===== config.mk =====
export PLATFORM = sky130hd
export DESIGN_NAME = alu_exec_unit_flat
export DESIGN_NICKNAME = d
export VERILOG_FILES = /design/src/rtl/alu_exec_unit_if.sv /design/src/rtl/alu_exec_unit.sv /design/src/flat_wrapper.sv
export SDC_FILE = /design/constraint.sdc
export NUM_CORES = 1
export LEC_CHECK = 0
export BUFFER_PORTS_ARGS = -buffer_cell sky130_fd_sc_hd__clkbuf_2
export CORE_MARGIN = 4
export CORE_UTILIZATION = 47
export DETAILED_ROUTE_END_ITERATION = 8
export PLACE_DENSITY = 0.66
export SYNTH_ARGS = -nofsm -noshare
export SYNTH_HDL_FRONTEND = slang
export SYNTH_SLANG_ARGS = --single-unit

===== constraint.sdc =====
create_clock -name clk -period 5.3 [get_ports clk]
set_input_delay 0.795 -clock clk [delete_from_list [all_inputs] [get_ports clk]]
set_output_delay 0.795 -clock clk [all_outputs]
set_load 0.03 [all_outputs]

===== src/rtl/alu_exec_unit_if.sv =====
// Handshake and data bundle between the operand mux, alu_exec_unit and writeback.
// The master drives requests and takes results; the slave is the execution unit.
interface alu_exec_unit_if #(
    parameter int DATA_W  = 32,
    parameter int SHAMT_W = 5
);
    logic               in_valid;
    logic               in_ready;
    logic [3:0]         alu_ctrl;
    logic [DATA_W-1:0]  op_a;
    logic [DATA_W-1:0]  op_b;
    logic [SHAMT_W-1:0] shamt;
    logic               out_valid;
    logic               out_ready;
    logic [DATA_W-1:0]  result;
    logic               zero;
    logic               overflow;
    logic               illegal;

    modport master (
        output in_valid, alu_ctrl, op_a, op_b, shamt, out_ready,
        input  in_ready, out_valid, result, zero, overflow, illegal
    );

    modport slave (
        input  in_valid, alu_ctrl, op_a, op_b, shamt, out_ready,
        output in_ready, out_valid, result, zero, overflow, illegal
    );
endinterface


===== src/rtl/alu_exec_unit.sv =====
// Multi-cycle EX-stage ALU with valid/ready on both sides.
// Define FAST_SHIFT_EN for a single-cycle barrel shifter; otherwise shifts take one cycle per bit.
module alu_exec_unit #(
    parameter int DATA_W  = 32,
    parameter int SHAMT_W = 5
) (
    input logic          clk,
    input logic          rst,
    alu_exec_unit_if.slave bus
);
    localparam logic [3:0] OP_AND  = 4'd0,  OP_OR   = 4'd1,  OP_ADD = 4'd2,  OP_SLL = 4'd3;
    localparam logic [3:0] OP_SRL  = 4'd4,  OP_SUB  = 4'd6,  OP_SLT = 4'd7,  OP_ADDU = 4'd8;
    localparam logic [3:0] OP_SUBU = 4'd9,  OP_XOR  = 4'd10, OP_SLTU = 4'd11, OP_NOR = 4'd12;
    localparam logic [3:0] OP_SRA  = 4'd13, OP_LUI  = 4'd14;

    localparam logic [1:0] ST_IDLE  = 2'd0;
    localparam logic [1:0] ST_DONE  = 2'd2;
`ifndef FAST_SHIFT_EN
    localparam logic [1:0] ST_SHIFT = 2'd1;
`endif

    localparam int M = DATA_W - 1;

    typedef struct packed {
        logic [DATA_W-1:0] res;
        logic              ovf;
        logic              ill;
    } alu_res_t;

    logic [1:0]        state;
    logic [DATA_W-1:0] result_q;
    logic              zero_q;
    logic              overflow_q;
    logic              illegal_q;
    alu_res_t          accept_res;

    function automatic logic is_shift(input logic [3:0] c);
        return (c == OP_SLL) || (c == OP_SRL) || (c == OP_SRA);
    endfunction

    // Shift codes return op_b unchanged here: that is the shamt=0 answer.
    function automatic alu_res_t compute(input logic [3:0] c,
                                         input logic [DATA_W-1:0] a,
                                         input logic [DATA_W-1:0] b);
        logic [DATA_W-1:0] sum;
        logic [DATA_W-1:0] diff;
        // NOTE: give every field a default before the case so no path leaves it unassigned (no latch).
        compute = '0;
        sum     = a + b;
        diff    = a - b;
        case (c)
            OP_AND:  compute.res = a & b;
            OP_OR:   compute.res = a | b;
            OP_ADD: begin
                compute.res = sum;
                compute.ovf = (a[M] == b[M]) && (sum[M] != a[M]);
            end
            OP_SUB: begin
                compute.res = diff;
                compute.ovf = (a[M] != b[M]) && (diff[M] != a[M]);
            end
            OP_SLT:  compute.res = {{(DATA_W-1){1'b0}}, $signed(a) < $signed(b)};
            OP_SLTU: compute.res = {{(DATA_W-1){1'b0}}, a < b};
            OP_ADDU: compute.res = sum;
            OP_SUBU: compute.res = diff;
            OP_XOR:  compute.res = a ^ b;
            OP_NOR:  compute.res = ~(a | b);
            OP_LUI:  compute.res = {b[15:0], {(DATA_W-16){1'b0}}};
            OP_SLL, OP_SRL, OP_SRA: compute.res = b;
            default: compute.ill = 1'b1;
        endcase
    endfunction

    always_comb begin
        accept_res = compute(bus.alu_ctrl, bus.op_a, bus.op_b);
`ifdef FAST_SHIFT_EN
        case (bus.alu_ctrl)
            OP_SLL:  accept_res.res = bus.op_b << bus.shamt;
            OP_SRL:  accept_res.res = bus.op_b >> bus.shamt;
            OP_SRA:  accept_res.res = $signed(bus.op_b) >>> bus.shamt;
            default: ;
        endcase
`endif
    end

`ifndef FAST_SHIFT_EN
    logic [3:0]         ctrl_q;
    logic [DATA_W-1:0]  work;
    logic [DATA_W-1:0]  work_next;
    logic [SHAMT_W-1:0] cnt;

    always_comb begin
        case (ctrl_q)
            OP_SLL:  work_next = {work[M-1:0], 1'b0};
            OP_SRL:  work_next = {1'b0, work[M:1]};
            default: work_next = {work[M], work[M:1]};
        endcase
    end
`endif

    // NOTE: sequential state uses non-blocking assignments only, so every register sees pre-edge values.
    always_ff @(posedge clk or posedge rst) begin
        if (rst) begin
            state      <= ST_IDLE;
            result_q   <= '0;
            zero_q     <= 1'b0;
            overflow_q <= 1'b0;
            illegal_q  <= 1'b0;
`ifndef FAST_SHIFT_EN
            ctrl_q     <= '0;
            work       <= '0;
            cnt        <= '0;
`endif
        end else begin
            case (state)
                ST_IDLE: begin
                    if (bus.in_valid) begin
`ifndef FAST_SHIFT_EN
                        if (is_shift(bus.alu_ctrl) && (bus.shamt != '0)) begin
                            ctrl_q <= bus.alu_ctrl;
                            work   <= bus.op_b;
                            cnt    <= bus.shamt;
                            state  <= ST_SHIFT;
                        end else
`endif
                        begin
                            result_q   <= accept_res.res;
                            zero_q     <= (accept_res.res == '0);
                            overflow_q <= accept_res.ovf;
                            illegal_q  <= accept_res.ill;
                            state      <= ST_DONE;
                        end
                    end
                end
`ifndef FAST_SHIFT_EN
                ST_SHIFT: begin
                    work <= work_next;
                    cnt  <= cnt - 1'b1;
                    if (cnt == SHAMT_W'(1)) begin
                        result_q   <= work_next;
                        zero_q     <= (work_next == '0);
                        overflow_q <= 1'b0;
                        illegal_q  <= 1'b0;
                        state      <= ST_DONE;
                    end
                end
`endif
                ST_DONE: if (bus.out_ready) state <= ST_IDLE;
                default: state <= ST_IDLE;
            endcase
        end
    end

    assign bus.in_ready  = (state == ST_IDLE);
    assign bus.out_valid = (state == ST_DONE);
    assign bus.result    = result_q;
    assign bus.zero      = zero_q;
    assign bus.overflow  = overflow_q;
    assign bus.illegal   = illegal_q;
endmodule


===== src/flat_wrapper.sv =====
// flat-port wrapper written by rule: the top's interface ports become plain ports
module alu_exec_unit_flat 
#(
    parameter int DATA_W  = 32,
    parameter int SHAMT_W = 5
)
  (clk, rst, bus_in_valid, bus_alu_ctrl, bus_op_a, bus_op_b, bus_shamt, bus_out_ready, bus_in_ready, bus_out_valid, bus_result, bus_zero, bus_overflow, bus_illegal);
  alu_exec_unit_if #(.DATA_W(DATA_W), .SHAMT_W(SHAMT_W)) bus_i ();
  input logic clk;
  input logic rst;
  input wire logic [$bits(bus_i.in_valid)-1:0] bus_in_valid;
  input wire logic [$bits(bus_i.alu_ctrl)-1:0] bus_alu_ctrl;
  input wire logic [$bits(bus_i.op_a)-1:0] bus_op_a;
  input wire logic [$bits(bus_i.op_b)-1:0] bus_op_b;
  input wire logic [$bits(bus_i.shamt)-1:0] bus_shamt;
  input wire logic [$bits(bus_i.out_ready)-1:0] bus_out_ready;
  output wire logic [$bits(bus_i.in_ready)-1:0] bus_in_ready;
  output wire logic [$bits(bus_i.out_valid)-1:0] bus_out_valid;
  output wire logic [$bits(bus_i.result)-1:0] bus_result;
  output wire logic [$bits(bus_i.zero)-1:0] bus_zero;
  output wire logic [$bits(bus_i.overflow)-1:0] bus_overflow;
  output wire logic [$bits(bus_i.illegal)-1:0] bus_illegal;
  assign bus_i.in_valid = bus_in_valid;
  assign bus_i.alu_ctrl = bus_alu_ctrl;
  assign bus_i.op_a = bus_op_a;
  assign bus_i.op_b = bus_op_b;
  assign bus_i.shamt = bus_shamt;
  assign bus_i.out_ready = bus_out_ready;
  assign bus_in_ready = bus_i.in_ready;
  assign bus_out_valid = bus_i.out_valid;
  assign bus_result = bus_i.result;
  assign bus_zero = bus_i.zero;
  assign bus_overflow = bus_i.overflow;
  assign bus_illegal = bus_i.illegal;
  alu_exec_unit #(.DATA_W(DATA_W), .SHAMT_W(SHAMT_W)) u_core (.clk(clk), .rst(rst), .bus(bus_i));
endmodule

* Word level (Yosys, flattened, before mapping) *
Index checks and enable logic that the tools add are counted.

word-level totals
  output and inout port bits = 37
  bits in registers = 78
  logic and storage cells = 93
  input port bits = 77

cells by class
  $lt $le $gt $ge = 2
  equality and inequality tests = 27
  multiplexer cells = 30
  bitwise logic cells = 4
  reductions and logical operators = 19
  add/subtract/negate cells = 3

operator list
  kind                                                                    count
  32-bit case mux with 10 select lines                                    1
  32-bit case mux with 2 select lines                                     3
  32-bit 2-to-1 mux                                                       5
  32-bit logical NOT                                                      2
  32-bit < comparator                                                     2
  32-bit adder                                                            1
  32-bit bitwise AND                                                      1
  32-bit NOT                                                              1
  32-bit OR                                                               1
  32-bit subtractor                                                       1
  32-bit XOR                                                              1
  4-bit equality test (second input constant)                             7
  4-bit by 3-bit equality test with 1-bit output (second input constant)  4
  14-bit OR reduction                                                     1
  4-bit by 2-bit equality test with 1-bit output (second input constant)  3
  5-bit 2-to-1 mux                                                        2
  5-bit case mux with 2 select lines                                      1
  1-bit 2-to-1 mux                                                        9
  3-bit AND reduction                                                     3
  2-bit 2-to-1 mux                                                        4
  1-bit case mux with 2 select lines                                      4
  2-bit inequality test (second input constant)                           3
  2-bit case mux with 3 select lines                                      1
  5-bit by 1-bit equality test with 1-bit output (second input constant)  1
  other kinds (16)                                                        23

* Depth between registers and ports, before layout *
Gate-level depths: netlist of run 1.

  word-level depth = 7
  depth in mapped cells = 15
  gate-level depth less buffers = 14

* Worst setup path after synthesis of run 1 *
Ideal clock, no wire load.

  kind = input port to flip-flop
  start = input port bus_op_b[0]
  end = register u_core.zero_q, in the netlist u_core.bus.zero
  stages = 14
  setup time = 0.092 ns
  data required time = 5.208 ns
  path buffers = 1
  arrival time = 3.774 ns
  slack = 1.434 ns
  path through = ha_1 -> fa_1 -> nand3_1 -> a2111oi_0 -> or3_1 -> buf_4 -> a2111oi_2 -> o21ba_2 -> o21ba_2 -> o21ai_1 -> mux2i_1 -> a211o_1 -> or3_1 -> o31ai_2

between the ends
  longest elaborated chain between the ends = 7
  elaborated cells on any way between the ends = 13
  classes of those cells = add/sub (2); order compare (2); mux (4); bitwise (4); reduce/logical (1)

RTL lines
  item                                                       RTL line              RTL
  from (decl)                                                flat_wrapper.sv:14    input wire logic [$bits(bus_i.op_b)-1:0] bus_op_b;
  branches (longest 2 deep; another with 32-bit subtractor)  -
  32-bit case mux with 10 select lines *                     alu_exec_unit.sv:51   case (c)
  32-bit logical NOT *                                       alu_exec_unit.sv:128  zero_q <= (accept_res.res == '0);
  1-bit 2-to-1 mux *                                         alu_exec_unit.sv:119  if (is_shift(bus.alu_ctrl) && (bus.shamt != '0)) begin
  1-bit 2-to-1 mux *                                         alu_exec_unit.sv:117  if (bus.in_valid) begin
  1-bit case mux with 2 select lines *                       alu_exec_unit.sv:115  case (state)
  to (signal assigned)                                       alu_exec_unit.sv:128
  to (signal assigned)                                       alu_exec_unit.sv:141  zero_q <= (work_next == '0);
  to (decl)                                                  alu_exec_unit.sv:32   logic zero_q;

Mark *: on every way between the ends. The select of a mux whose other input is x is not followed.
A chain may end at the register's enable or synchronous reset.

* Worst setup path in the final report of run 1 *
Same ends and word-level chain as after synthesis.

==> run_results.csv, run 1 <==
group,metric,value,unit
status,outcome,"finished clean",
pwr,switchingPower,1.89,mW
worst_setup_path,cp.arrival,4.88,ns
sta,worst_clock_skew,0.00998,ns
pwr,seqPwrFrac,0.286,
worst_setup_path,cpPeakStageDelay,0.53,ns
global_route,gr-usage-met2,0.558,
synth,syn-num-nets,1593,
sta,drv_slew,0,
sta,timing.setup.tns,0,ns
cts,post_cts_resized,0,
synth,seq_area_frac_synth,0.189,
sta,min_period_over_period,0.874,
cells_and_area,fillers,2150,
sta,fmax,216,MHz
sta,setup_viol,0,
cts,clkSinkCount,78,
global_route,grt_max_degree,79,
global_route,grt_usage,0.358,
cells_and_area,drive_above_1_share,0.150,
floorplan,std_cell_rows,53,
cells_and_area,most-common-layout-cells,"nor2_1, nand2_1, a21oi_1",
cts,path_clk_slew,0.06,ns
pwr,p_comb_frac,0.557,
cts,cts_root_buf,"clkbuf_16",
drt,num_vias,11737,
sta,worst_pin_slew,1.27,ns
cells_and_area,fin_nets,1666,
drt,wl,44900,µm
worst_setup_path,crit_chain,"clkbuf_2, ha_1, fa_1, nor2_1, o311ai_2, a2111oi_2, a2111oi_1, nor3b_2, o211ai_1, a21oi_1, or3b_2, nor4_2, nand4_1, o31ai_2",
pwr,clkPwrFrac,0.158,
pwr,p_leak,5.14,nW
floorplan,core,21400,µm²
synth,synth_area_leaders,"dfrtp_1, ha_1, a21oi_1, nor2_1, nand2_1",
drt,drc,0,
worst_setup_path,worstSetupStartpointType,"input port",
synth,synth.avg_cell_area,7.31,µm²
pwr,switching_share,0.502,
pwr,power_density,328,nW/µm²
worst_setup_path,worstPathRequired,5.55,ns
synth,syn_area,10300,µm²
synth,async_flop_share,1.00,
global_route,antenna_found_initial,2,
worst_hold_path,holdCritPathClass,"reg2reg",
drt,postRouteAntennaNets,0,
synth,synthCells,1413,
global_route,top_usage_layer,"met2",
synth,synth.distinct_cells,95,
cells_and_area,final_common_cell,"nor2_1",
synth,yosysTopAreaCell,"dfrtp_1",
drt,vias_per_cell,6.64,
floorplan,start_util,0.484,
worst_setup_path,setup.worst_path.end_class,"flop",
place,routabilityCongestion,1.10,
global_route,met1_usage,0.472,
sta,grt_setup_unrepaired,"no",
floorplan,die_y,156,µm
worst_setup_path,cp_max_fo,6,
place,numPortBuffers,113,
cts,cts_tree,"yes",
drt,drt-initial-drc-count,1372,
floorplan,dieArea,24400,µm²
synth,synth_edf_count,0,
cts,clock_latency,0.34,ns
cts,cts_buffer_depth,2,
run,max_cap_violations,0,
pwr,ir_drop,0.199,mV
sta,final.min_clock_period,4.63,ns
global_route,gr-usage-met3,0.0584,
synth,synth_top_area_frac,0.189,
floorplan,ios,114,
place,dp_hpwl,34900,µm
cts,numCtsBuffers,9,
pwr,power,3.77,mW
sta,final-hold-violation-count,0,
drt,firstDrtPassIters,7,
cts,htreeDepth,3,
worst_setup_path,slowest_stage,"a21oi_1",
synth,ys_ff_latch,78,
global_route,grt_pass1_wl,67600,µm
synth,synth_top_flop_cell,"dfrtp_1",
drt,wire_per_inst,25.4,µm
pwr,internal_power,1.88,mW
global_route,grt-ovfl-total,0,
floorplan,die_w,156,µm
global_route,first_global_vias,10940,
cts,cts_hold_buf,0,
cts,post_cts_buffers,0,
synth,yosysWarningCount,0,
sta,relSlewSlack,0.133,
cells_and_area,areaGrowthSynthToFinish,11.3,%
worst_setup_path,path_class,"in2reg",
-- routing by layer --
layer	share of wire	vias up
met5	0.00029	-
met4	0.066	2
met3	0.085	148
met2	0.45	601
met1	0.40	5605
li1	-	5381
-- cells by family (layout without fill, tap and decap cells) --
logic type	count (synthesis)	in the layout	share of synthesized area
compound gates	501	501	0.340
simple gates	486	486	0.227
buf+inv	203	281	0.0775
fa+ha+maj	103	103	0.126
flops	78	78	0.189
mux	37	37	0.0358
xor+xnor	5	5	0.00424
other cells	0	1	0
-- sequential cells by signal, indices dropped and copies added (netlist names) --
signal and cells:
u_core.ctrl_q 4, u_core.bus.illegal 1, u_core.state 2, u_core.bus.overflow 1
u_core.cnt 5, u_core.bus.zero 1, u_core.work 32, u_core.bus.result 32
-- path summary, 6_finish.rpt --
kind | from | endpoint | slack, ns | depth (start not counted)
max | bus_op_b[0] | u_core.bus.zero$_DFFE_PP0P_ | 0.67 | 14
min | u_core.bus.result[31]$_DFFE_PP0P_ | u_core.bus.result[31]$_DFFE_PP0P_ | 0.49 | 2
max reg2reg | u_core.cnt[1]$_DFFE_PP0P_ | u_core.bus.zero$_DFFE_PP0P_ | 1.83 | 14
min reg2reg | u_core.bus.result[31]$_DFFE_PP0P_ | u_core.bus.result[31]$_DFFE_PP0P_ | 0.49 | 2
max in group asynchronous | rst | u_core.bus.result[17]$_DFFE_PP0P_ | 3.90 | 3
min in group asynchronous | rst | u_core.cnt[0]$_DFFE_PP0P_ | 0.71 | 3
-- synthesized netlist by cell type, drive strengths merged (8+ instances only) --
| cell | n |
|---|---|
| nand2 | 130 |
| ha | 101 |
| a31oi | 11 |
| nor2b | 10 |
| dfrtp | 78 |
| or2 | 8 |
| o211ai | 18 |
| clkbuf | 66 |
| a22oi | 25 |
| o21ai | 97 |
| nand4 | 23 |
| nor2 | 154 |
| nor3 | 41 |
| nor4 | 19 |
| a221oi | 12 |
| o31ai | 16 |
| or3 | 11 |
| and3 | 13 |
| a21o | 9 |
| nand2b | 13 |
| o22ai | 17 |
| a2111oi | 13 |
| and2 | 10 |
| a21oi | 130 |
| a221o | 28 |
| a211o | 13 |
| o311ai | 8 |
| o221ai | 14 |
| mux2i | 37 |
| buf | 31 |
| a211oi | 13 |
| inv | 105 |
| nand3 | 23 |
-- stage by stage --
step / hold WS (ns) / instance area (µm²) / utilization / setup WS [ns] / std cells
finish: 0.491 / 11500 / 0.538 / 0.667 / 1767
global route: 0.523 / 11500 / 0.538 / 0.475 / 1766
CTS: 0.493 / 11500 / 0.538 / 0.746 / 1766
detailed placement: 0.479 / 11200 / 0.525 / 0.397 / 1750
global placement: 0.468 / 11200 / 0.525 / 0.386 / 1750
floorplan: 0.450 / 10300 / - / 1.43 / 1413
-- layout make-up --
cell class	instances	area, µm²	share of cell area
sequential	78	1950	0.170
multi-input combinational	1132	7610	0.661
antenna	1	2.50	0.000218
timing repair buffer	159	911	0.0792
clock inverter	6	45.0	0.00392
inverter	106	399	0.0347
tap	275	344	0.0299
clock buffer	10	239	0.0208
-- critical path: cells and delay by family --
family | cells | cell delay, ns
compound gates | 6 | 1.59
simple gates | 5 | 1.52
fa+ha+maj | 2 | 0.75
buf+inv | 1 | 0.21
-- power groups by stage --
stage          Sequential [mW]  Clock [mW]  Combinational, mW
2_1_floorplan             1.24           0               1.20
3_3_place_gp              1.07           0               2.05
3_5_place_dp              1.08           0               2.07
4_1_cts                   1.07       0.596               2.08
5_1_grt                   1.11       0.625               2.28
6_report                  1.08       0.594               2.10
(Power assumes the default switching activity.)
==> run 2: changes to the inputs <==
--- a/config.mk
+++ b/config.mk
@@ -10,6 +10,8 @@
 export CORE_UTILIZATION = 47
 export DETAILED_ROUTE_END_ITERATION = 8
 export PLACE_DENSITY = 0.66
+export RECOVER_POWER = 100
+export SKIP_CTS_REPAIR_TIMING = 1
 export SYNTH_ARGS = -nofsm -noshare
 export SYNTH_HDL_FRONTEND = slang
 export SYNTH_SLANG_ARGS = --single-unit
==> run 2 against run 1 <==
Net effect:
- the run now ends with capacitance limit, slew limit left
- register-to-register slack worse by 0.22 ns
- via count is 0.65% higher
- final area is 0.47% lower
- critical path depth stayed put
- combinational power hardly changed
- final cell count stayed put
- sequential share of layout area is 0.080 points higher
- core utilization is 0.25 points lower
- worst hold slack worse by 0.0025 ns
==> run_results.csv, run 2 (synthesis gave the netlist of run 1 again) <==
group,metric,value,unit
cells_and_area,drive_above_1_share,0.123,
pwr,power_density,327,nW/µm²
cells_and_area,areaGrowthSynthToFinish,10.8,%
sta,drv_slew,193,
sta,final-hold-violation-count,0,
drt,num_vias,11813,
worst_setup_path,path_class,"in2reg",
global_route,grt_pass1_wl,67600,µm
floorplan,std_cell_rows,53,
cells_and_area,fin_nets,1666,
pwr,p_leak,5.01,nW
worst_setup_path,cp_max_fo,10,
cts,cts_tree,"yes",
worst_setup_path,cp.arrival,5.04,ns
drt,vias_per_cell,6.69,
pwr,ir_drop,0.197,mV
floorplan,die_y,156,µm
cts,numCtsBuffers,9,
sta,min_period_over_period,0.904,
drt,drc,0,
cts,clkSinkCount,78,
drt,drt-initial-drc-count,1345,
cts,cts_root_buf,"clkbuf_16",
sta,final.min_clock_period,4.79,ns
global_route,grt_usage,0.358,
global_route,grt-ovfl-total,0,
sta,setup_viol,0,
cts,cts_buffer_depth,2,
floorplan,core,21400,µm²
cts,htreeDepth,3,
sta,worst_clock_skew,0.0100,ns
sta,hold_slack,0.488,ns
status,outcome,"finished with violations",
place,numPortBuffers,113,
floorplan,die_w,156,µm
sta,relSlewSlack,-0.424,
sta,fmax,209,MHz
cells_and_area,fin_util,0.536,
place,placed_area,11200,µm²
global_route,antenna_found_initial,2,
cts,path_clk_slew,0.06,ns
place,dp_hpwl,34900,µm
sta,worst_pin_slew,2.14,ns
worst_setup_path,worstSetupStartpointType,"input port",
global_route,first_global_vias,10940,
cells_and_area,final_common_cell,"nor2_1",
sta,grt_setup_unrepaired,"no",
drt,postRouteAntennaNets,0,
cells_and_area,most-common-layout-cells,"nor2_1, nand2_1, a21oi_1",
status,violations,"capacitance limit, slew limit",
sta,timing.setup.tns,0,ns
cells_and_area,multiInputGateArea,7610,µm²
drt,wire_per_inst,25.5,µm
place,routabilityCongestion,1.10,
floorplan,dieArea,24400,µm²
global_route,grt_max_degree,79,
floorplan,ios,114,
drt,wl,45100,µm
run,max_cap_violations,3,
cells_and_area,final-seq-area,1950,µm²
cells_and_area,design_area,11400,µm²
worst_setup_path,setup.worst_path.end_class,"flop",
worst_setup_path,worstPathRequired,5.55,ns
floorplan,start_util,0.484,
cts,clock_latency,0.34,ns
cells_and_area,fillers,2176,
drt,firstDrtPassIters,6,
worst_hold_path,holdCritPathClass,"reg2reg",
run 2: where the power goes:
group | internal [mW] | switching (mW) | leakage, nW
Sequential | 0.863 | 0.214 | 0.976
Combinational | 0.652 | 1.42 | 3.89
Clock | 0.332 | 0.262 | 0.143
run 2: final cells by class:
type,instances,share of cell area
flip-flops and latches,78,0.171
repair buffers,159,0.0749
well taps,275,0.0301
clock inverters,6,0.00394
diodes,1,0.000219
inverters,106,0.0349
multi-input cells,1132,0.665
clock buffers,10,0.0209
run 2: per-stage QoR:
stage                     setup WS (ns)  power (mW)  instances
after detailed placement          0.397        3.15       1750
after global placement            0.386        3.12       1750
after global routing              0.287        3.98       1766
final                             0.510        3.75       1767
after CTS                         0.746        3.75       1766
after floorplan                    1.43        2.44       1413
run 2: worst max-delay path, cell delays in order:
cell and delay (ns):
clkbuf_1 0.49, inv_1 0.15, ha_1 0.48, nor2_1 0.22
nand4_1 0.17, a2111oi_2 0.37, a2111oi_1 0.16, nor3b_2 0.45
o211ai_1 0.13, a21oi_1 0.53, or3b_2 0.51, nor4_2 0.21
nand4_1 0.15, o31ai_2 0.22
run 2: final timing paths:
path	start	end	slack, ns	depth (start not counted)
max in group asynchronous	rst	u_core.work[20]$_DFFE_PP0P_	2.99	3
worst min-delay path	u_core.bus.result[31]$_DFFE_PP0P_	u_core.bus.result[31]$_DFFE_PP0P_	0.49	2
worst min register to register	u_core.bus.result[31]$_DFFE_PP0P_	u_core.bus.result[31]$_DFFE_PP0P_	0.49	2
min in group asynchronous	rst	u_core.cnt[2]$_DFFE_PP0P_	1.13	3
worst max-delay path	bus_op_b[12]	u_core.bus.zero$_DFFE_PP0P_	0.51	14
worst max register to register	u_core.cnt[0]$_DFFE_PP0P_	u_core.bus.zero$_DFFE_PP0P_	1.61	9
run 2: layer usage:
layer / vias to the layer above / global-route usage / part of all wire
met4: 2 / 0.203 / 0.070
met5: - / 0 / 0.00029
met3: 153 / 0.0584 / 0.090
li1: 5380 / - / -
met1: 5628 / 0.472 / 0.40
met2: 650 / 0.558 / 0.44
